[src/rtl/vram_arbiter.sv]
// vram_arbiter: single-port VRAM SRAM arbiter for three requesters.
//
// Requesters (fixed priority screen > ULA+ > CPU):
//   scr_*  screen fetch, always a read   (scr_req/scr_addr -> scr_ack/scr_valid)
//   up_*   ULA+ palette, always a write  (up_req/up_addr/up_wdata -> up_ack)
//   cpu_*  CPU read or write             (cpu_req/cpu_we/cpu_addr/cpu_wdata -> cpu_ack/cpu_valid)
// Shared read data: rdata, qualified by scr_valid / cpu_valid.
// SRAM side: va, vd_i, vd_o, vd_oe, n_vrd, n_vwr (strobes active low).
// busy: high while an access is in progress (FSM not IDLE).
//
// Access timing: IDLE (grant + ack) -> SETUP (1 cycle, strobes high) ->
// STROBE (ACC_CYCLES-1 cycles) -> back to IDLE with valid for reads.
// All SRAM outputs are registered so an asynchronous reset releases the
// strobes immediately.
//
// Optional feature: define VRAM_ARB_STARVE_GUARD_EN to enable the CPU
// starvation guard (CPU promoted after STARVE_MAX lost arbitrations).
module vram_arbiter #(
    parameter int ACC_CYCLES = 4,
    parameter int STARVE_MAX = 8
) (
    input  logic        clk28,
    input  logic        rst_n,
    input  logic        scr_req,
    input  logic [18:0] scr_addr,
    output logic        scr_ack,
    output logic        scr_valid,
    input  logic        up_req,
    input  logic [18:0] up_addr,
    input  logic [7:0]  up_wdata,
    output logic        up_ack,
    input  logic        cpu_req,
    input  logic        cpu_we,
    input  logic [18:0] cpu_addr,
    input  logic [7:0]  cpu_wdata,
    output logic        cpu_ack,
    output logic        cpu_valid,
    output logic [7:0]  rdata,
    output logic [18:0] va,
    input  logic [7:0]  vd_i,
    output logic [7:0]  vd_o,
    output logic        vd_oe,
    output logic        n_vrd,
    output logic        n_vwr,
    output logic        busy
);
    if (ACC_CYCLES < 3 || ACC_CYCLES > 15) begin : g_bad_acc
        $error("vram_arbiter: ACC_CYCLES must be 3..15");
    end
    if (STARVE_MAX < 1) begin : g_bad_starve
        $error("vram_arbiter: STARVE_MAX must be >= 1");
    end

    typedef enum logic [1:0] {IDLE = 2'd0, SETUP = 2'd1, STROBE = 2'd2} state_t;

    localparam logic [1:0] OWN_SCR = 2'd0;
    localparam logic [1:0] OWN_UP  = 2'd1;
    localparam logic [1:0] OWN_CPU = 2'd2;
    // STROBE lasts ACC_CYCLES-1 cycles; the counter runs down to 0 on the last one.
    localparam logic [3:0] STROBE_LAST = 4'(ACC_CYCLES - 2);

    state_t      state_q, state_d;
    logic [3:0]  cnt_q, cnt_d;
    logic [1:0]  owner_q, owner_d;
    logic        we_q, we_d;
    logic [18:0] va_q, va_d;
    logic [7:0]  vd_o_q, vd_o_d;
    logic        vd_oe_q, vd_oe_d;
    logic        n_vrd_q, n_vrd_d;
    logic        n_vwr_q, n_vwr_d;
    logic [7:0]  rdata_q, rdata_d;
    logic        scr_ack_q, scr_ack_d, up_ack_q, up_ack_d, cpu_ack_q, cpu_ack_d;
    logic        scr_valid_q, scr_valid_d, cpu_valid_q, cpu_valid_d;

    logic        cpu_promote;
    logic        any_req;
    logic [1:0]  win;
    logic        win_we;
    logic [18:0] win_addr;
    logic [7:0]  win_wdata;

`ifdef VRAM_ARB_STARVE_GUARD_EN
    localparam int SW = $clog2(STARVE_MAX + 1);
    localparam logic [SW-1:0] STARVE_SAT = SW'(STARVE_MAX);
    logic [SW-1:0] starve_q, starve_d;
    assign cpu_promote = cpu_req && (starve_q == STARVE_SAT);
`else
    assign cpu_promote = 1'b0;
`endif

    // Winner selection for an IDLE-cycle grant.
    always_comb begin
        any_req = scr_req | up_req | cpu_req;
        if (cpu_promote)  win = OWN_CPU;
        else if (scr_req) win = OWN_SCR;
        else if (up_req)  win = OWN_UP;
        else              win = OWN_CPU;
        win_we    = (win == OWN_UP) || ((win == OWN_CPU) && cpu_we);
        win_addr  = (win == OWN_SCR) ? scr_addr : (win == OWN_UP) ? up_addr : cpu_addr;
        win_wdata = (win == OWN_UP) ? up_wdata : cpu_wdata;
    end

    always_comb begin
        state_d     = state_q;
        cnt_d       = cnt_q;
        owner_d     = owner_q;
        we_d        = we_q;
        va_d        = va_q;
        vd_o_d      = vd_o_q;
        vd_oe_d     = vd_oe_q;
        n_vrd_d     = n_vrd_q;
        n_vwr_d     = n_vwr_q;
        rdata_d     = rdata_q;
        scr_ack_d   = 1'b0;
        up_ack_d    = 1'b0;
        cpu_ack_d   = 1'b0;
        scr_valid_d = 1'b0;
        cpu_valid_d = 1'b0;
`ifdef VRAM_ARB_STARVE_GUARD_EN
        starve_d    = starve_q;
`endif
        case (state_q)
            IDLE: begin
                if (any_req) begin
                    state_d   = SETUP;
                    owner_d   = win;
                    we_d      = win_we;
                    va_d      = win_addr;
                    vd_oe_d   = win_we;
                    if (win_we) vd_o_d = win_wdata;
                    scr_ack_d = (win == OWN_SCR);
                    up_ack_d  = (win == OWN_UP);
                    cpu_ack_d = (win == OWN_CPU);
`ifdef VRAM_ARB_STARVE_GUARD_EN
                    if (win == OWN_CPU)
                        starve_d = '0;
                    else if (cpu_req && starve_q != STARVE_SAT)
                        starve_d = starve_q + 1'b1;
`endif
                end
            end
            SETUP: begin
                state_d = STROBE;
                cnt_d   = STROBE_LAST;
                n_vrd_d = we_q;
                n_vwr_d = ~we_q;
            end
            STROBE: begin
                if (cnt_q == 4'd0) begin
                    state_d = IDLE;
                    n_vrd_d = 1'b1;
                    n_vwr_d = 1'b1;
                    vd_oe_d = 1'b0;
                    if (!we_q) begin
                        rdata_d     = vd_i;
                        scr_valid_d = (owner_q == OWN_SCR);
                        cpu_valid_d = (owner_q == OWN_CPU);
                    end
                end else begin
                    cnt_d = cnt_q - 4'd1;
                end
            end
            default: state_d = IDLE;
        endcase
    end

    always_ff @(posedge clk28 or negedge rst_n) begin
        if (!rst_n) begin
            state_q     <= IDLE;
            cnt_q       <= 4'd0;
            owner_q     <= OWN_SCR;
            we_q        <= 1'b0;
            va_q        <= '0;
            vd_o_q      <= '0;
            vd_oe_q     <= 1'b0;
            n_vrd_q     <= 1'b1;
            n_vwr_q     <= 1'b1;
            rdata_q     <= '0;
            scr_ack_q   <= 1'b0;
            up_ack_q    <= 1'b0;
            cpu_ack_q   <= 1'b0;
            scr_valid_q <= 1'b0;
            cpu_valid_q <= 1'b0;
`ifdef VRAM_ARB_STARVE_GUARD_EN
            starve_q    <= '0;
`endif
        end else begin
            state_q     <= state_d;
            cnt_q       <= cnt_d;
            owner_q     <= owner_d;
            we_q        <= we_d;
            va_q        <= va_d;
            vd_o_q      <= vd_o_d;
            vd_oe_q     <= vd_oe_d;
            n_vrd_q     <= n_vrd_d;
            n_vwr_q     <= n_vwr_d;
            rdata_q     <= rdata_d;
            scr_ack_q   <= scr_ack_d;
            up_ack_q    <= up_ack_d;
            cpu_ack_q   <= cpu_ack_d;
            scr_valid_q <= scr_valid_d;
            cpu_valid_q <= cpu_valid_d;
`ifdef VRAM_ARB_STARVE_GUARD_EN
            starve_q    <= starve_d;
`endif
        end
    end

    assign scr_ack   = scr_ack_q;
    assign up_ack    = up_ack_q;
    assign cpu_ack   = cpu_ack_q;
    assign scr_valid = scr_valid_q;
    assign cpu_valid = cpu_valid_q;
    assign rdata     = rdata_q;
    assign va        = va_q;
    assign vd_o      = vd_o_q;
    assign vd_oe     = vd_oe_q;
    assign n_vrd     = n_vrd_q;
    assign n_vwr     = n_vwr_q;
    assign busy      = (state_q != IDLE);

endmodule

[config.mk]
export PLATFORM = sky130hd
export DESIGN_NAME = vram_arbiter
export DESIGN_NICKNAME = d
export VERILOG_FILES = /design/src/rtl/vram_arbiter.sv
export SDC_FILE = /design/constraint.sdc
export NUM_CORES = 1
export LEC_CHECK = 0
export CAP_MARGIN = 20
export CORE_MARGIN = 4
export CORE_UTILIZATION = 43
export DETAILED_ROUTE_END_ITERATION = 10
export PLACE_DENSITY = 0.87
export SLEW_MARGIN = 20
export SYNTH_ARGS = -nofsm -noshare
export SYNTH_HDL_FRONTEND = slang
export SYNTH_SLANG_ARGS = --single-unit
[constraint.sdc]
create_clock -name clk28 -period 5.8 [get_ports clk28]
set_input_delay 0.58 -clock clk28 [delete_from_list [all_inputs] [get_ports clk28]]
set_output_delay 0.58 -clock clk28 [all_outputs]
set_load 0.02 [all_outputs]
==> flow_summary.toml <==
[logic_synthesis]
netlist_area_mm2 = 0.00262
yosys-top-cells-count = "dfrtp_1, mux2_2, o21ai_0"
synth.avg_cell_area_um2 = 11.7
synth_fp_nets = 313
ys_warn_count = 0
synth_top_area_cell = "dfrtp_1"
synth_top_area_share = 0.478
synth-seq-cells = 52
synth_area_leaders = "dfrtp_1, mux2_2, mux2i_1"
synth_edf_count = 0
synth_ff_type = "dfrtp_1"
synth-seq-area-share = 0.498
synth.most_common_cell = "dfrtp_1"
synthCells = 224
yosysUniqueCellTypes = 37
synthArstFlopShare = 1.00

[detailed_routing]
wl_per_cell_um = 16.0
viasPerCell = 5.15
drt.antenna.violating_nets = 0
dr.first_iter.drc_count = 59
vias = 2185
drt_wl_total_um = 6790
drcViolationCount = 0
drtPass1Iterations = 4

[timing]
setup_tns_ps = 0
slew_viol_final = 0
tightest_slew_ps = 816
worst_slack_ps = 3160
setup_viol = 0
rsz0062_at_grt = "no"
fin_crit_ps = 2640
fin_skew_ps = 6.35
whs_ps = 379
max_freq_mhz = 379
slew_headroom = 0.455
post-route-period-util = 0.455
hold_viol_final = 0

[power_and_ir_drop]
p_total_mw = 1.95
powerDensity_mw_per_mm2 = 474
clkPwrFrac = 0.173
vdd_drop_max_mv = 0.239
swShare = 0.346
p_int_mw = 1.28
seq_power_share = 0.342
p_comb_frac = 0.486
p_sw_mw = 0.675
p_leak_nw = 1.78

[placed_design]
place_hpwl_um = 4960
port_buffers = 130
dp_cells = 416
dpl_cell_area_mm2 = 0.00395
gp_congestion = 0.711
place_ws_ps = 2820

[worst_setup_path]
start_kind = "input pin"
cp_slowest_cell = "o31ai_1"
crit_required_ps = 5990
crit_family = "buffers and inverters"
cpPeakStageDelay_ps = 600
crit_buf_inv = 3
crit_fanout = 44
worstPathArrival_ps = 2830
critPathKind = "in -> reg"
path_cells = "clkdlybuf4s50_1 -> buf_4 -> o31ai_1 -> inv_1 -> mux2_2"
cp-end-kind = "flop"

[clocking]
cts_setup_buffers = 0
htreeDepth = 2
cts-hold-fix-buffers = 0
cts_resized = 0
cts_buffers = 5
cts.clk_slew.worst_paths_ps = 90
cts_buffer_depth = 2
clock_latency_ps = 300
root_buffer = "clkbuf_8"
cts_num_sinks = 52
cts_tree = "built"

[floorplanning]
io_pins = 131
fp.dieW_um = 86.0
dieArea_mm2 = 0.00740
fp-row-count = 28
die_y_um = 86.0
core_mm2 = 0.00592
start_util = 0.442

[grt]
grt_max_degree = 53
antenna_found_initial = 0
grt_pass1_vias = 2215
grt-ovfl-total = 0
grt_pass1_wl_um = 10800
grtUsageTotal = 0.182

[run_status]
run_status = "completed"

[finish]
finalCoreUtilization = 0.696
drive_gt1_frac = 0.178
nNetsFinal = 437
finish.instance_area_mm2 = 0.00412
area_growth_pct = 57.4
fin_cells = 424
antennaDiodeCount = 0

[flow_run]
drv_cap = 0

[worst_hold_path]
hold_path.class = "in -> async"
[cell families after synthesis]
family,after synthesis,share of synthesized area
compound gates,38,0.0850
buf+inv,22,0.0382
simple gates,47,0.0960
mux,63,0.273
flops,52,0.498
fa+ha+maj,2,0.00955
[layout by cell type, fill, tap and decap left out, drive strengths merged, types with 2 or more instances in the layout]
cell type	netlist	layout
a21o	3	3
a21oi	2	2
a31oi	2	2
and2	2	2
buf	7	4
bufinv	0	3
clkbuf	9	5
clkdlybuf4s50	0	129
dfrtp	50	50
dfstp	2	2
ha	2	2
inv	6	6
mux2	44	44
mux2i	19	19
nand2	22	22
nor2	5	5
nor2b	3	3
nor3	2	2
nor3b	3	3
nor4	3	3
o211ai	2	2
o21ai	24	24
[routing by layer]
metal | up-vias | wire, um | global-route usage
met4 | 0 | 80 | 0.0432
met3 | 9 | 620 | 0.0624
met5 | - | 0 | 0
li1 | 1036 | - | -
met2 | 93 | 3330 | 0.297
met1 | 1047 | 2760 | 0.232
[power by group through the flow]
stage / sequential [mW] / combinational (mW) / clock, mW
5_1_grt: 0.692 / 1.01 / 0.358
2_1_floorplan: 0.805 / 0.389 / 0
3_3_place_gp: 0.659 / 0.934 / 0
4_1_cts: 0.665 / 0.959 / 0.342
6_report: 0.667 / 0.948 / 0.337
3_5_place_dp: 0.669 / 0.953 / 0
[area by class of cell]
| class | count | area (um2) |
|---|---|---|
| fill | 441 | 1800 |
| clock inverter | 3 | 90.1 |
| timing repair buffer | 133 | 1320 |
| sequential | 52 | 1300 |
| multi-input combinational | 150 | 1220 |
| inverter | 6 | 22.5 |
| clock buffer | 5 | 68.8 |
| tap | 75 | 93.8 |
[path summary, 6_finish.rpt]
kind                                         from             endpoint  slack (ps)  depth (start not counted)
min in group clk28         owner_q[1]$_DFFE_PN0P_  scr_valid$_DFF_PN0_         470                          1
max in group asynchronous                   rst_n    vd_oe$_DFFE_PN0P_        4990                          2
setup / recovery                          scr_req   va[15]$_DFFE_PN0P_        3160                          5
hold reg to reg            owner_q[1]$_DFFE_PN0P_  scr_valid$_DFF_PN0_         470                          1
setup reg to reg           state_q[0]$_DFFE_PN0P_   va[15]$_DFFE_PN0P_        3350                          4
hold / removal                              rst_n   va[10]$_DFFE_PN0P_         380                          2
[flip-flops by register name, indices dropped and copies added (netlist names)]
name / count
we_q: 1
cpu_ack: 1
rdata: 8
owner_q: 2
scr_valid: 1
va: 19
scr_ack: 1
vd_oe: 1
state_q: 2
n_vwr: 1
n_vrd: 1
up_ack: 1
vd_o: 8
cpu_valid: 1
cnt_q: 4
(Power assumes the default switching activity.)
